### src/rtl/lsu_bus_sequencer_pkg.sv
// Shared types and constants for the LSU bus sequencer: FSM states,
// funct3 memory access encodings, the full-word byte-enable mask and the
// write-side bus payload.
package lsu_bus_sequencer_pkg;

  typedef enum logic [1:0] {
    IDLE = 2'd0,
    ADDR = 2'd1,
    RESP = 2'd2,
    DONE = 2'd3
  } lsu_state_e;

  localparam logic [2:0] MEM_LB  = 3'b000;
  localparam logic [2:0] MEM_LH  = 3'b001;
  localparam logic [2:0] MEM_LW  = 3'b010;
  localparam logic [2:0] MEM_LBU = 3'b100;
  localparam logic [2:0] MEM_LHU = 3'b101;
  localparam logic [2:0] MEM_SB  = 3'b000;
  localparam logic [2:0] MEM_SH  = 3'b001;
  localparam logic [2:0] MEM_SW  = 3'b010;

  localparam logic [3:0] BUS_BE_WORD = 4'b1111;

  typedef struct packed {
    logic        we;
    logic [3:0]  be;
    logic [31:0] wdata;
  } lsu_wr_payload_t;

  // Halfword accesses need addr[0]=0, word accesses need addr[1:0]=0.
  // Store encodings alias the load ones, so LH/LHU/LW cover SH/SW too.
  function automatic logic is_misaligned(input logic [2:0] mem_type,
                                         input logic [1:0] addr_lo);
    logic mis;
    mis = 1'b0;
    case (mem_type)
      MEM_LH, MEM_LHU: mis = addr_lo[0];
      MEM_LW:          mis = (addr_lo != 2'b00);
      default:         mis = 1'b0;
    endcase
    return mis;
  endfunction

endpackage

### src/rtl/lsu_bus_sequencer_timeout_counter.sv
// Cycle counter bounding a bus transaction; expired_c rises once the count
// reaches TIMEOUT_CYCLES-1.
module lsu_bus_sequencer_timeout_counter #(
  parameter int unsigned TIMEOUT_CYCLES = 16
) (
  input  logic clk,
  input  logic rst,
  input  logic clear,
  input  logic enable,
  output logic expired_c
);

  localparam int unsigned CNT_W = (TIMEOUT_CYCLES > 2) ? $clog2(TIMEOUT_CYCLES) : 1;

  logic [CNT_W-1:0] cnt_q;

  // Clear on transaction start, count while the bus is busy.
  always_ff @(posedge clk or posedge rst) begin
    if (rst) begin
      cnt_q <= '0;
    end else if (clear) begin
      cnt_q <= '0;
    end else if (enable) begin
      cnt_q <= cnt_q + CNT_W'(1);
    end
  end

  assign expired_c = (cnt_q == CNT_W'(TIMEOUT_CYCLES - 1));

endmodule

### src/rtl/lsu_bus_sequencer.sv
// Memory-access stage: runs one request/grant/response bus transaction per
// load or store and stalls the core until it finishes.
// Optional build macro LSU_MISALIGN_CHECK_EN aborts misaligned halfword/word
// accesses with a bus error without touching the bus.
module lsu_bus_sequencer
  import lsu_bus_sequencer_pkg::*;
#(
  parameter int unsigned TIMEOUT_CYCLES = 16,
  parameter int unsigned ADDR_W         = 32
) (
  input  logic              clk,
  input  logic              rst,
  input  logic              i_valid,
  input  logic              i_mem_read,
  input  logic              i_mem_write,
  input  logic [2:0]        i_mem_type,
  input  logic [ADDR_W-1:0] i_addr,
  input  logic [31:0]       i_store_data,
  input  logic [3:0]        i_byte_enable,
  output logic              o_stall,
  output logic [31:0]       o_rdata,
  output logic              o_done,
  output logic              o_bus_err,
  output logic              o_bus_req,
  output logic              o_bus_we,
  output logic [ADDR_W-1:0] o_bus_addr,
  output logic [31:0]       o_bus_wdata,
  output logic [3:0]        o_bus_be,
  input  logic              i_bus_gnt,
  input  logic              i_bus_rvalid,
  input  logic [31:0]       i_bus_rdata
);

  lsu_state_e        state_q, state_d;
  logic [ADDR_W-1:2] addr_q;
  lsu_wr_payload_t   wr_q;
  logic [31:0]       rdata_q, rdata_d;
  logic              err_q, err_d;

  logic start_c, misalign_c, expired_c;
  logic cnt_clr_c, cnt_en_c, load_req_c, finish_c, in_addr_c;

  assign start_c = i_valid & (i_mem_read | i_mem_write);

`ifdef LSU_MISALIGN_CHECK_EN
  assign misalign_c = is_misaligned(i_mem_type, i_addr[1:0]);
`else
  assign misalign_c = 1'b0;
`endif

  // Low address bits and access type only matter to the alignment check.
  logic unused_lo_bits;
  assign unused_lo_bits = ^{i_mem_type, i_addr[1:0]};

  lsu_bus_sequencer_timeout_counter #(
    .TIMEOUT_CYCLES(TIMEOUT_CYCLES)
  ) u_timeout (
    .clk      (clk),
    .rst      (rst),
    .clear    (cnt_clr_c),
    .enable   (cnt_en_c),
    .expired_c(expired_c)
  );

  // State register.
  always_ff @(posedge clk or posedge rst) begin
    if (rst) begin
      state_q <= IDLE;
    end else begin
      state_q <= state_d;
    end
  end

  // Next-state logic; a same-cycle response beats the timeout.
  always_comb begin
    state_d    = state_q;
    load_req_c = 1'b0;
    finish_c   = 1'b0;
    err_d      = 1'b0;
    rdata_d    = '0;
    cnt_clr_c  = 1'b0;
    cnt_en_c   = 1'b0;
    case (state_q)
      IDLE: begin
        if (start_c) begin
          if (misalign_c) begin
            state_d  = DONE;
            finish_c = 1'b1;
            err_d    = 1'b1;
          end else begin
            state_d    = ADDR;
            load_req_c = 1'b1;
            cnt_clr_c  = 1'b1;
          end
        end
      end
      ADDR: begin
        cnt_en_c = 1'b1;
        if (i_bus_gnt && i_bus_rvalid) begin
          state_d  = DONE;
          finish_c = 1'b1;
          rdata_d  = wr_q.we ? 32'h0 : i_bus_rdata;
        end else if (expired_c) begin
          state_d  = DONE;
          finish_c = 1'b1;
          err_d    = 1'b1;
        end else if (i_bus_gnt) begin
          state_d = RESP;
        end
      end
      RESP: begin
        cnt_en_c = 1'b1;
        if (i_bus_rvalid) begin
          state_d  = DONE;
          finish_c = 1'b1;
          rdata_d  = wr_q.we ? 32'h0 : i_bus_rdata;
        end else if (expired_c) begin
          state_d  = DONE;
          finish_c = 1'b1;
          err_d    = 1'b1;
        end
      end
      DONE: state_d = IDLE;
      default: state_d = IDLE;
    endcase
  end

  // Capture the request at start; reads always use all four lanes.
  always_ff @(posedge clk or posedge rst) begin
    if (rst) begin
      addr_q <= '0;
      wr_q   <= '0;
    end else if (load_req_c) begin
      addr_q      <= i_addr[ADDR_W-1:2];
      wr_q.we     <= ~i_mem_read;
      wr_q.be     <= i_mem_read ? BUS_BE_WORD : i_byte_enable;
      wr_q.wdata  <= i_store_data;
    end
  end

  // Capture the transaction result on the way into DONE.
  always_ff @(posedge clk or posedge rst) begin
    if (rst) begin
      rdata_q <= '0;
      err_q   <= 1'b0;
    end else if (finish_c) begin
      rdata_q <= rdata_d;
      err_q   <= err_d;
    end
  end

  assign in_addr_c   = (state_q == ADDR);
  assign o_stall     = ((state_q == IDLE) && start_c) || in_addr_c || (state_q == RESP);
  assign o_bus_req   = in_addr_c;
  assign o_bus_we    = in_addr_c & wr_q.we;
  assign o_bus_be    = in_addr_c ? wr_q.be : 4'h0;
  assign o_bus_wdata = in_addr_c ? wr_q.wdata : 32'h0;
  assign o_bus_addr  = in_addr_c ? {addr_q, 2'b00} : '0;
  assign o_done      = (state_q == DONE);
  assign o_rdata     = o_done ? rdata_q : 32'h0;
  assign o_bus_err   = o_done & err_q;

endmodule

### config.mk
export PLATFORM = sky130hd
export DESIGN_NAME = lsu_bus_sequencer
export DESIGN_NICKNAME = d
export VERILOG_FILES = /design/src/rtl/lsu_bus_sequencer_pkg.sv /design/src/rtl/lsu_bus_sequencer_timeout_counter.sv /design/src/rtl/lsu_bus_sequencer.sv
export SDC_FILE = /design/constraint.sdc
export NUM_CORES = 1
export LEC_CHECK = 0
export ABC_AREA = 1
export CORE_ASPECT_RATIO = 0.7
export CORE_MARGIN = 4
export CORE_UTILIZATION = 48
export CTS_CLUSTER_DIAMETER = 120
export CTS_CLUSTER_SIZE = 20
export DETAILED_ROUTE_END_ITERATION = 10
export DONT_BUFFER_PORTS = 1
export PLACE_DENSITY = 0.69
export SYNTH_ARGS = -nofsm -noshare
export SYNTH_HDL_FRONTEND = slang
export SYNTH_SLANG_ARGS = --single-unit
### constraint.sdc
create_clock -name clk -period 5.9 [get_ports clk]
set_input_delay 1.18 -clock clk [delete_from_list [all_inputs] [get_ports clk]]
set_output_delay 1.18 -clock clk [all_outputs]
set_load 0.05 [all_outputs]
==> summary.md <==
| Metric | Value |
|---|---|
| CTS clock-pin slew for the worst setup and hold paths | `70 ps` |
| Post-Layout Cell Count | `837` |
| Final setup viols | `0` |
| CP arrival | `2660 ps` |
| Hold Path Class | `flip-flop to flip-flop` |
| CTS Sinks | `106` |
| FFs w/ async S/R, synth | `1.00` |
| Clock Skews | `6.44 ps` |
| Static Leak | `3.63 nW` |
| PortBufs | `0` |
| N_diodes | `0` |
| Detailed Routing Iterations Pass 1 | `5` |
| CP Class | `flip-flop to output pin` |
| Vias in the first global route | `3,946` |
| Aggregate global routing overflow | `0` |
| Drt initial violations | `207` |
| Status | `completed` |
| CTS Buf Count | `9` |
| Worst-path cell chain | `inv_1, ha_2, buf_4, nand2_1, inv_1` |
| EDFF count, synth | `0` |
| Pin count of the biggest net entering global routing | `74` |
| H-tree depth | `3` |
| Chip height | `95.4 um` |
| Layout cells sized above 1 | `0.0450` |
| CP max stage cell | `ha_2` |
| Most frequent cells in the layout | `384 x nand2_1, 109 x inv_1, 106 x dfrtp_1, 33 x nand4_1, 9 x clkbuf_16` |
| Placer Congestion | `0.780` |
| Largest cells by area after synthesis | `dfrtp_1 51%, nand2_1 28%, inv_1 7.9%` |
| Most used cell, CP | `inv_1` |
| Largest family of logic cells by synthesized area | `simple AND/OR/NAND/NOR gates` |
| DRC violations left | `0` |
| Adder-cell area share of the yosys netlist | `0.0143` |
| Multiplexer share of the synthesized area | `0.00215` |
| Post-CTS Setup Repair Bufs | `0` |
| Crit path launch type | `flip-flop` |
| Mean post-synth cell area | `7.40 um2` |
| Clk Latency, worst-skew pair | `between 300 and 400 ps` |
| Post-Syn Area | `5240 um2` |
| Fin Setup TNS | `0 ps` |
| Commonest non-fill, non-tap cell in the layout | `nand2_1` |
| Max-cap viol count | `0` |
| Initial Utilization | `0.498` |
| Routed Antenna Nets | `0` |
| Unrepaired setup endpoints after global routing | `no` |
| CP required | `4720 ps` |
| VDD IR max | `0.308 mV` |
| Antenna violations before repair | `0` |
| Via count | `4,080` |
| CP top delay family | `buffers and inverters` |
| Nets | `800` |
| Total number of yosys warnings | `0` |
| Final wirelength | `11,600 um` |
| Post-CTS sizing | `0` |
| Distinct cells, synth | `23` |
| Bufs and invs on worst path | `3` |
| Synth area leader | `dfrtp_1` |
| Max-slew headroom | `0.246` |
| Pre-CTS WS | `roughly 2200 ps` |
| Post-synth top area share | `0.507` |
| Synth Area in Compound Gates | `0.0112` |
| Synth Flop Type | `dfrtp_1` |
| Synth Instances | `between 700 and 800` |
| XOR/XNOR Fraction of Synth Area | `0.00167` |
| Total GRT Usage | `0.181` |
| Cts-stage hold buffer count | `0` |
| Die ar. | `12,700 um2` |
| CTS tree | `done` |
| Layout overhead on the synthesized area | `5.52%` |
| Tcrit/Tclk final | `0.651` |
| Crit end category | `output pin` |
| Minimum clock period | `3840 ps` |
| Pins Over Slew Limit | `0` |
| Hpwl dp | `8040 um` |
| First-pass GRT wire length | `18,800 um` |
| Root Buffer Master | `clkbuf_16` |
| Via-to-Cell Ratio | `4.87` |
| Die Width | `about 130 um` |
| Placed Cells | `821` |
| PnR worst setup slack | `2060 ps` |
| Pwr/cell area | `645 nW/um2` |
| Fmax | `261 MHz` |
| Num rows | `31` |
| Register area share after synthesis | `0.507` |
| Placeable Area | `10,500 um2` |
| Final Hold Vio Count | `0` |
| Max Root-Sink Buffers | `2` |
| Slew of the pin with the lowest slew margin | `1130 ps` |
| Slowest Stage Delay on Critical Path | `850 ps` |
| Overall power | `3.56 mW` |
| Synth Area in Simple Gates | `0.329` |
| Max FO, Critical Path | `39` |
| Ports | `215` |
| Yosys reg bits | `106` |
| Avg WL per Cell | `13.8 um` |
[power breakdown]
part           total (mW)  internal [mW]  switching, mW
clock               0.658          0.389          0.269
sequential           1.27           1.07          0.194
combinational        1.64          0.302           1.34
[cell usage after synthesis (2+ instances only)]
cell,instances
inv_1,110
dfrtp_1,106
ha_1,6
clkbuf_8,2
buf_6,8
nand2_1,384
buf_2,13
nand4_1,33
o211ai_1,2
nand3_1,4
buf_4,9
inv_2,2
o21ai_0,6
nor2_1,5
clkbuf_1,9
[layer usage]
metal	routed length, um	GRT usage	vias up
met5	0	0	-
met4	110	0.0519	0
met3	972	0.0723	10
met2	5450	0.296	148
met1	5030	0.225	1904
li1	-	-	2018
[registers in the layout (all words and copies together), names as in the netlist]
| name | flops |
|---|---|
| u_timeout.cnt_q | 4 |
| addr_q | 30 |
| err_q | 1 |
| wr_q | 37 |
| rdata_q | 32 |
| state_q | 2 |
[metrics by stage]
step                      hold slack (ps)  area, um2  utilization
after floorplan                       442       5240            -
after global placement                453       5190        0.494
after detailed placement              459       5190        0.494
after CTS                             476       5520        0.526
after global routing                  486       5520        0.526
final                                 471       5520        0.526
[worst register-to-register path: stages, from the launching register on]
cell     delay (ps)
dfrtp_1         420
inv_1           140
ha_2            850
nor2_1          240
nor3_4          910
nand4_1         200
nand2_1         120
[final timing paths]
| kind | slack [ps] | to | cells past startpoint | startpoint |
|---|---|---|---|---|
| hold / removal | 470 | wr_q[7] | 2 | wr_q[7] |
| min in group asynchronous | 750 | wr_q[28] | 1 | rst |
| setup reg to reg | 2940 | rdata_q[15] | 6 | state_q[1] |
| hold reg to reg | 470 | wr_q[7] | 2 | wr_q[7] |
| setup / recovery | 2060 | o_bus_wdata[15] | 5 | state_q[1] |
| max in group asynchronous | 3930 | addr_q[2] | 2 | rst |
[final cells by class]
type,count,area (um2)
clock buffers,10,239
repair buffers,6,45.0
clock inverters,6,95.1
multi-input cells,449,1880
fillers,1005,4990
well taps,148,185
inverters,112,423
flip-flops and latches,106,2650
[cells by family (layout without fill, tap and decap cells)]
family | Yosys count | after routing
other | 1 | 2
muxes | 1 | 1
adders and majority gates | 6 | 6
DFF | 106 | 106
AOI/OAI and AO/OA | 10 | 10
xor gates and xnor gates | 1 | 1
and+or+nand+nor | 429 | 429
buffers and inverters | 153 | 134
Note: power is estimated with default switching activity, not from simulation.
